==> src/rtl/clk_div_pkg.sv <==
// Shared constants for the multi-channel clock divider.
// Instances size their own counters; these are defaults only.
package clk_div_pkg;

  localparam int DefaultCntWidth = 16;
  localparam int DefaultRtcDiv   = 24;

  typedef logic [DefaultCntWidth-1:0] cnt_t;

endpackage

==> src/rtl/clk_div_multi_if.sv <==
// Control/status bundle of the multi-channel divider.
// master drives enables and divisors, slave returns clocks.
interface clk_div_multi_if #(
  parameter int NumChannels = 2,
  parameter int CntWidth    = 16
);

  logic [NumChannels-1:0]          en_i;
  logic [NumChannels*CntWidth-1:0] div_i;
  logic [NumChannels-1:0]          div_load_i;
  logic [NumChannels-1:0]          clk_o;
  logic [NumChannels-1:0]          tick_o;
  logic [NumChannels-1:0]          pending_o;

  modport master (
    output en_i,
    output div_i,
    output div_load_i,
    input  clk_o,
    input  tick_o,
    input  pending_o
  );

  modport slave (
    input  en_i,
    input  div_i,
    input  div_load_i,
    output clk_o,
    output tick_o,
    output pending_o
  );

endinterface

==> src/rtl/clk_div_chan.sv <==
// One divider channel: counter, active/shadow divisor,
// registered 50%-duty clock, rise tick and pending flag.
module clk_div_chan #(
  parameter int CntWidth   = 16,
  parameter int DefaultDiv = 24
) (
  input  logic                clk_i,
  input  logic                rst_i,
  input  logic                en_i,
  input  logic [CntWidth-1:0] div_i,
  input  logic                load_i,
  output logic                clk_o,
  output logic                tick_o,
  output logic                pending_o
);

  typedef logic [CntWidth-1:0] cnt_t;

  localparam cnt_t ResetDiv = cnt_t'(DefaultDiv);

  cnt_t cnt_q;
  cnt_t cnt_d;
  cnt_t act_q;
  cnt_t act_d;
  cnt_t shd_q;
  cnt_t shd_d;
  logic clk_d;
  logic tick_d;
  logic pend_d;
  logic bnd;

  assign bnd = (cnt_q == act_q);

  // Next state: disable wins over a boundary; a new
  // divisor only takes effect at a half-period edge.
  always_comb begin
    cnt_d  = cnt_q;
    act_d  = act_q;
    shd_d  = shd_q;
    clk_d  = clk_o;
    tick_d = 1'b0;
    pend_d = pending_o;
    if (!en_i) begin
      cnt_d  = '0;
      clk_d  = 1'b0;
      pend_d = 1'b0;
      shd_d  = load_i ? div_i : shd_q;
      act_d  = load_i ? div_i : shd_q;
    end else begin
      if (load_i) begin
        shd_d = div_i;
      end
      if (bnd) begin
        cnt_d  = '0;
        clk_d  = ~clk_o;
        tick_d = ~clk_o;
        act_d  = load_i ? div_i : shd_q;
        pend_d = 1'b0;
      end else begin
        cnt_d = cnt_q + cnt_t'(1);
        if (load_i) begin
          pend_d = 1'b1;
        end
      end
    end
  end

  // State and output registers, cleared asynchronously.
  always_ff @(posedge clk_i or posedge rst_i) begin
    if (rst_i) begin
      cnt_q     <= '0;
      act_q     <= ResetDiv;
      shd_q     <= ResetDiv;
      clk_o     <= 1'b0;
      tick_o    <= 1'b0;
      pending_o <= 1'b0;
    end else begin
      cnt_q     <= cnt_d;
      act_q     <= act_d;
      shd_q     <= shd_d;
      clk_o     <= clk_d;
      tick_o    <= tick_d;
      pending_o <= pend_d;
    end
  end

endmodule

==> src/rtl/clk_div_multi.sv <==
// Multi-channel programmable clock/tick divider.
// Each channel runs independently on its own divisor slice.
module clk_div_multi
  import clk_div_pkg::*;
#(
  parameter int NumChannels = 2,
  parameter int CntWidth    = DefaultCntWidth,
  parameter int DefaultDiv  = DefaultRtcDiv
) (
  input  logic            clk_i,
  input  logic            rst_i,
  clk_div_multi_if.slave  bus
);

  // One divider instance per channel.
  for (genvar c = 0; c < NumChannels; c++) begin : g_chan
    clk_div_chan #(
      .CntWidth   (CntWidth),
      .DefaultDiv (DefaultDiv)
    ) u_chan (
      .clk_i     (clk_i),
      .rst_i     (rst_i),
      .en_i      (bus.en_i[c]),
      .div_i     (bus.div_i[c*CntWidth +: CntWidth]),
      .load_i    (bus.div_load_i[c]),
      .clk_o     (bus.clk_o[c]),
      .tick_o    (bus.tick_o[c]),
      .pending_o (bus.pending_o[c])
    );
  end

endmodule

==> src/flat_wrapper.sv <==
// flat-port wrapper written by rule: the top's interface ports become plain ports
module clk_div_multi_flat import clk_div_pkg::*;
#(
  parameter int NumChannels = 2,
  parameter int CntWidth    = DefaultCntWidth,
  parameter int DefaultDiv  = DefaultRtcDiv
)
  (clk_i, rst_i, bus_en_i, bus_div_i, bus_div_load_i, bus_clk_o, bus_tick_o, bus_pending_o);
  clk_div_multi_if #(.NumChannels(NumChannels), .CntWidth(CntWidth)) bus_i ();
  input  logic clk_i;
  input  logic rst_i;
  input wire logic [$bits(bus_i.en_i)-1:0] bus_en_i;
  input wire logic [$bits(bus_i.div_i)-1:0] bus_div_i;
  input wire logic [$bits(bus_i.div_load_i)-1:0] bus_div_load_i;
  output wire logic [$bits(bus_i.clk_o)-1:0] bus_clk_o;
  output wire logic [$bits(bus_i.tick_o)-1:0] bus_tick_o;
  output wire logic [$bits(bus_i.pending_o)-1:0] bus_pending_o;
  assign bus_i.en_i = bus_en_i;
  assign bus_i.div_i = bus_div_i;
  assign bus_i.div_load_i = bus_div_load_i;
  assign bus_clk_o = bus_i.clk_o;
  assign bus_tick_o = bus_i.tick_o;
  assign bus_pending_o = bus_i.pending_o;
  clk_div_multi #(.NumChannels(NumChannels), .CntWidth(CntWidth), .DefaultDiv(DefaultDiv)) u_core (.clk_i(clk_i), .rst_i(rst_i), .bus(bus_i));
endmodule
==> config.mk <==
export PLATFORM = sky130hd
export DESIGN_NAME = clk_div_multi_flat
export DESIGN_NICKNAME = d
export VERILOG_FILES = /design/src/rtl/clk_div_pkg.sv /design/src/rtl/clk_div_multi_if.sv /design/src/rtl/clk_div_chan.sv /design/src/rtl/clk_div_multi.sv /design/src/flat_wrapper.sv
export SDC_FILE = /design/constraint.sdc
export NUM_CORES = 1
export LEC_CHECK = 0
export ABC_AREA = 1
export CAP_MARGIN = 25
export CELL_PAD_IN_SITES_DETAIL_PLACEMENT = 1
export CELL_PAD_IN_SITES_GLOBAL_PLACEMENT = 2
export CORE_UTILIZATION = 35
export DETAILED_ROUTE_END_ITERATION = 8
export PLACE_DENSITY = 0.91
export SYNTH_ARGS = -nofsm -noshare
export SYNTH_HDL_FRONTEND = slang
export SYNTH_SLANG_ARGS = --single-unit
==> constraint.sdc <==
create_clock -name clk_i -period 3.7 [get_ports clk_i]
set_input_delay 0.555 -clock clk_i [delete_from_list [all_inputs] [get_ports clk_i]]
set_output_delay 0.555 -clock clk_i [all_outputs]
set_load 0.03 [all_outputs]
# Word-level counts from Yosys, hierarchy flattened
# Index checks and enable logic that the tools add are counted.
[totals] reg_bits=102 word_cells=46
[op_classes] add_sub_neg=2 eq_ne=6 mux=24 bitwise_logic=2
[op_table] op="$mux 16" n=10
[op_table] op="$add 16x1->16 const B" n=2
[op_table] op="$eq 16x16->1" n=2
[op_table] op="$mux 1" n=14
[op_table] op="$ne 3x1->1 const B" n=2
[op_table] op="$ne 2x1->1 const B" n=2
[op_table] op="$not 1->1" n=2

# Longest topological paths before layout
[depth] ltp_word=3 ltp_mapped=11

# By module
# Synthesis repeated with hierarchy kept, for this count alone.
[hier_totals] cells_unflattened=608 hier_area_um2=5009.8
[modules_own_cells] module="clk_div_chan" n_inst=2 cells_per_inst=304 area_per_inst_um2=2504.9 seq_area_each_um2=1281.2

# Worst setup path before layout
# No wires, ideal clock.
[synth_timing] path_kind="input to register" startpoint="input port bus_div_load_i[1]" endpoint="register u_core.g_chan[1].u_chan.act_q[10]" setup_ps=117 arrival_time_ps=1389 t_required_ps=3583 path_slack_ps=2194 path_stages=5 n_path_buf=2 cell_sequence="buf_2 > buf_2 > mux2_2 > nand2_1 > nand2_1"
[synth_between] elab_chain_cells=3
[synth_rtl] element="from (decl)" line="flat_wrapper.sv:14" source="input wire logic [$bits(bus_i.div_load_i)-1:0] bus_div_load_i;"
[synth_rtl] element="$mux 16 (*)"
[synth_rtl] element="$mux 16" line="clk_div_chan.sv:53" source="if (bnd) begin"
[synth_rtl] element="$mux 16 (*)" line="clk_div_chan.sv:43" source="if (!en_i) begin"
[synth_rtl] element="named net u_core.g_chan[1].u_chan.act_d[10]" line="clk_div_chan.sv:24" source="cnt_t act_d;"
[synth_rtl] element="to (signal assigned)" line="clk_div_chan.sv:72" source="act_q <= ResetDiv;"
[synth_rtl] element="to (signal assigned)" line="clk_div_chan.sv:79" source="act_q <= act_d;"
[synth_rtl] element="to (decl)" line="clk_div_chan.sv:23" source="cnt_t act_q;"
# Mark *: on every way through the listed nets, which the timed path passes. The rest lies on a longest branch. The select of a mux whose other input is x is not followed.
# A chain may end at the register's enable or synchronous reset.

# Worst setup path after layout
[layout_timing] startpoint="register u_core.g_chan[1].u_chan.cnt_q[0]" endpoint="register u_core.g_chan[1].u_chan.act_q[2]"
[layout_between] elab_chain_cells=2
[layout_rtl] element="from (decl)" line="clk_div_chan.sv:21" source="cnt_t cnt_q;"
[layout_rtl] element="from (signal assigned)" line="clk_div_chan.sv:78" source="cnt_q <= cnt_d;"
[layout_rtl] element="$eq 16x16->1" line="clk_div_chan.sv:32" source="assign bnd = (cnt_q == act_q);"
[layout_rtl] element="$ne 2x1->1 (no line)"
# No other way between the ends.

==> out/qor.csv <==
metric,value,unit
Area Growth Syn to Fin,16.6,%
row cnt,43,
Pleak,2.80,nW
clock latency on the worst-skew pair,0.35,ns
post-placement setup slack,1.37,ns
share of layout cells above drive strength 1,12.0,%
DRC violations left,0,
WHS Path Cells,1,
Port Buffer Count,43,
synth top area cells,"dfrtp_1 47%, nand2_1 15%, mux2_2 7.2%",
post-synthesis instance total,602,
Final Hold Vio Count,0,
CP arrival,2.34,ns
Hold/Removal Path Class,reg -> reg,
"commonest non-fill, non-tap cell in the layout",nand2_1,
Clock Skew,0.00869,ns
CTS tree,yes,
largest vdd supply drop,0.337,mV
DRT antenna net count,0,
TritonCTS Buffers,9,
WL/cell,14.0,µm
Ys Warns,0,
crit-path max FO,30,
max cap viols,0,
largest net degree at the start of global routing,54,
Final setup viols,0,
Initial Util,36.0,%
Vias,3868,
data required time at the worst endpoint,3.99,ns
vias in the first global route,4272,
fin crit period,2.05,ns
PostCTS Resize Cnt,0,
reg-to-reg endpoint,u_core.g_chan[1].u_chan.act_q[2],
Sink Count,102,
DP Wirelength,8.06,mm
syn_area_per_cell,8.30,µm²
reg2reg setup slack,1.65,ns
"Net Count, Synth",642,
Worst Min Path Start,u_core.g_chan[0].u_chan.shd_q[1],
length of the first detailed-routing pass in iterations,4,
post-synthesis sequential area ratio,51.3,%
Setup TNS,0,ns
critical setup path kind,reg -> reg,
top-area cell type share of the netlist area,47.1,%
fin. max-slew vios,0,
Die Ht,121,µm
pwr dens,436,mW/mm²
GRT overflow,0,
endpoint type of the worst setup path,flip-flop,
Die W,121,µm
DIE AREA,0.0148,mm²
CTS hold repair buffers,0,
Synth area leader,dfrtp_1,
Synth Register Bits,102,
Final GP Congestion,0.765,
ANT cells,0,
Slew @ Worst Pin,0.875,ns
status,finished clean,
Slew headroom,41.5,%
DR iter-0 viols,218,
# H-tree levels,3,
Routed WL,11.5,mm
vias per cell,4.71,
most frequent cells in the layout,"195 x nand2_1, 94 x dfrtp_1, 88 x nor2_1",
first-pass GRT wire length,20.1,mm
RSZ-0062 raised after global routing,no,
final worst slack,1.65,ns
Netlist Area Pre-Place,0.00499,mm²
Hold EP,u_core.g_chan[0].u_chan.shd_q[1],
max frequency,488,MHz
area of the core,0.0139,mm²
startpoint types,flip-flop,
root buf cell,clkbuf_16,
tightest hold margin,0.501,ns
RR Startpoint,u_core.g_chan[1].u_chan.cnt_q[0],
Final period util,55.4,%
clk buf depth,2,
final net count,677,
"Setup Fix Bufs, Post-CTS",0,
Ports,44,
clk slew on worst S/H paths,0.07,ns
reg2reg path depth,11,
initial antenna violation count,0,
Netlist cell types,23,
GRT Total Usage,17.6,%
-- worst max-delay path, stage by stage (launching register included) --
cell	delay [ns]
dfrtp_1	0.45
inv_1	0.09
nand2_1	0.07
nand2_1	0.05
nor2_1	0.11
nand2_1	0.07
nor2_1	0.12
nand2_1	0.07
buf_4	0.23
nand2_2	0.51
nand2_1	0.12
nand2_1	0.10
-- cell type report --
cell class,count,area (µm²)
clock buffers,13,260
flip-flops and latches,102,2560
well taps,180,225
clock inverters,3,43.8
multi-input cells,408,2010
repair buffers,48,468
fillers,1666,8060
inverters,68,258
-- where the power goes --
part / total (mW) / leakage (nW) / switching [mW] / internal [mW]
Combinational: 0.304 / 1.38 / 0.164 / 0.140
Sequential: 1.27 / 1.27 / 0.0585 / 1.21
Clock: 0.970 / 0.150 / 0.408 / 0.562
-- metrics by stage --
| stage | util (%) | total power, mW | area (µm²) | cells |
|---|---|---|---|---|
| final | 42.0 | 2.54 | 5830 | 822 |
| after global routing | 42.0 | 2.68 | 5830 | 822 |
| after CTS | 42.0 | 2.58 | 5830 | 822 |
| after detailed placement | 39.8 | 1.60 | 5520 | 806 |
| after global placement | 39.8 | 1.58 | 5520 | 806 |
| after floorplan | - | 1.49 | 4990 | 602 |
-- synth_stat cells --
library cell,instances
nand2_4,1
xnor2_1,2
xor2_1,19
nand4_1,2
nor3_1,2
dfstp_2,8
nand3_1,54
buf_4,9
clkbuf_1,2
nand2_2,2
nor2_2,4
o21ai_0,3
ha_1,2
mux2_2,32
buf_6,5
buf_1,2
nor3_2,2
inv_2,8
nor2_1,88
buf_2,6
dfrtp_1,94
inv_1,60
nand2_1,195
-- sequential cells by signal, summed over array words and instances, names as in the netlist --
signal                          cells
u_core.g_chan.u_chan.act_q         32
u_core.g_chan.u_chan.cnt_q         32
u_core.g_chan.u_chan.tick_o         2
u_core.g_chan.u_chan.clk_o          2
u_core.g_chan.u_chan.shd_q         32
u_core.g_chan.u_chan.pending_o      2
-- cell families after synthesis --
group                    synth area share (%)
multiplexers                             7.21
XOR/XNOR                                 3.68
AND/OR/NAND/NOR                          28.5
flip-flops                               51.3
AO/OA/AOI/OAI                           0.301
adder cells (fa/ha/maj)                 0.501
buffers and inverters                    8.49
-- how the worst max path moves through the flow --
| stage | endpoint | cells after the start | from | slack, ns |
|---|---|---|---|---|
| finish | u_core.g_chan[1].u_chan.act_q[2] | 11 | u_core.g_chan[1].u_chan.cnt_q[0] | 1.65 |
| CTS | u_core.g_chan[1].u_chan.act_q[2] | 11 | u_core.g_chan[1].u_chan.cnt_q[11] | 1.61 |
| floorplan | u_core.g_chan[0].u_chan.act_q[0] | 1 | rst_i | 0.48 |
| global route | u_core.g_chan[1].u_chan.act_q[14] | 11 | u_core.g_chan[1].u_chan.cnt_q[0] | 1.40 |
| global placement | u_core.g_chan[1].u_chan.act_q[7] | 4 | bus_div_load_i[1] | 1.41 |
| detailed placement | u_core.g_chan[1].u_chan.act_q[2] | 4 | bus_div_load_i[1] | 1.37 |
-- layer usage --
metal	GRT usage, %	vias up	wire length [µm]
met1	20.3	1909	5000
met2	32.2	46	6080
met4	4.55	0	117
met3	4.37	11	327
met5	0	-	0
li1	-	1902	-
(Power assumes the default switching activity.)
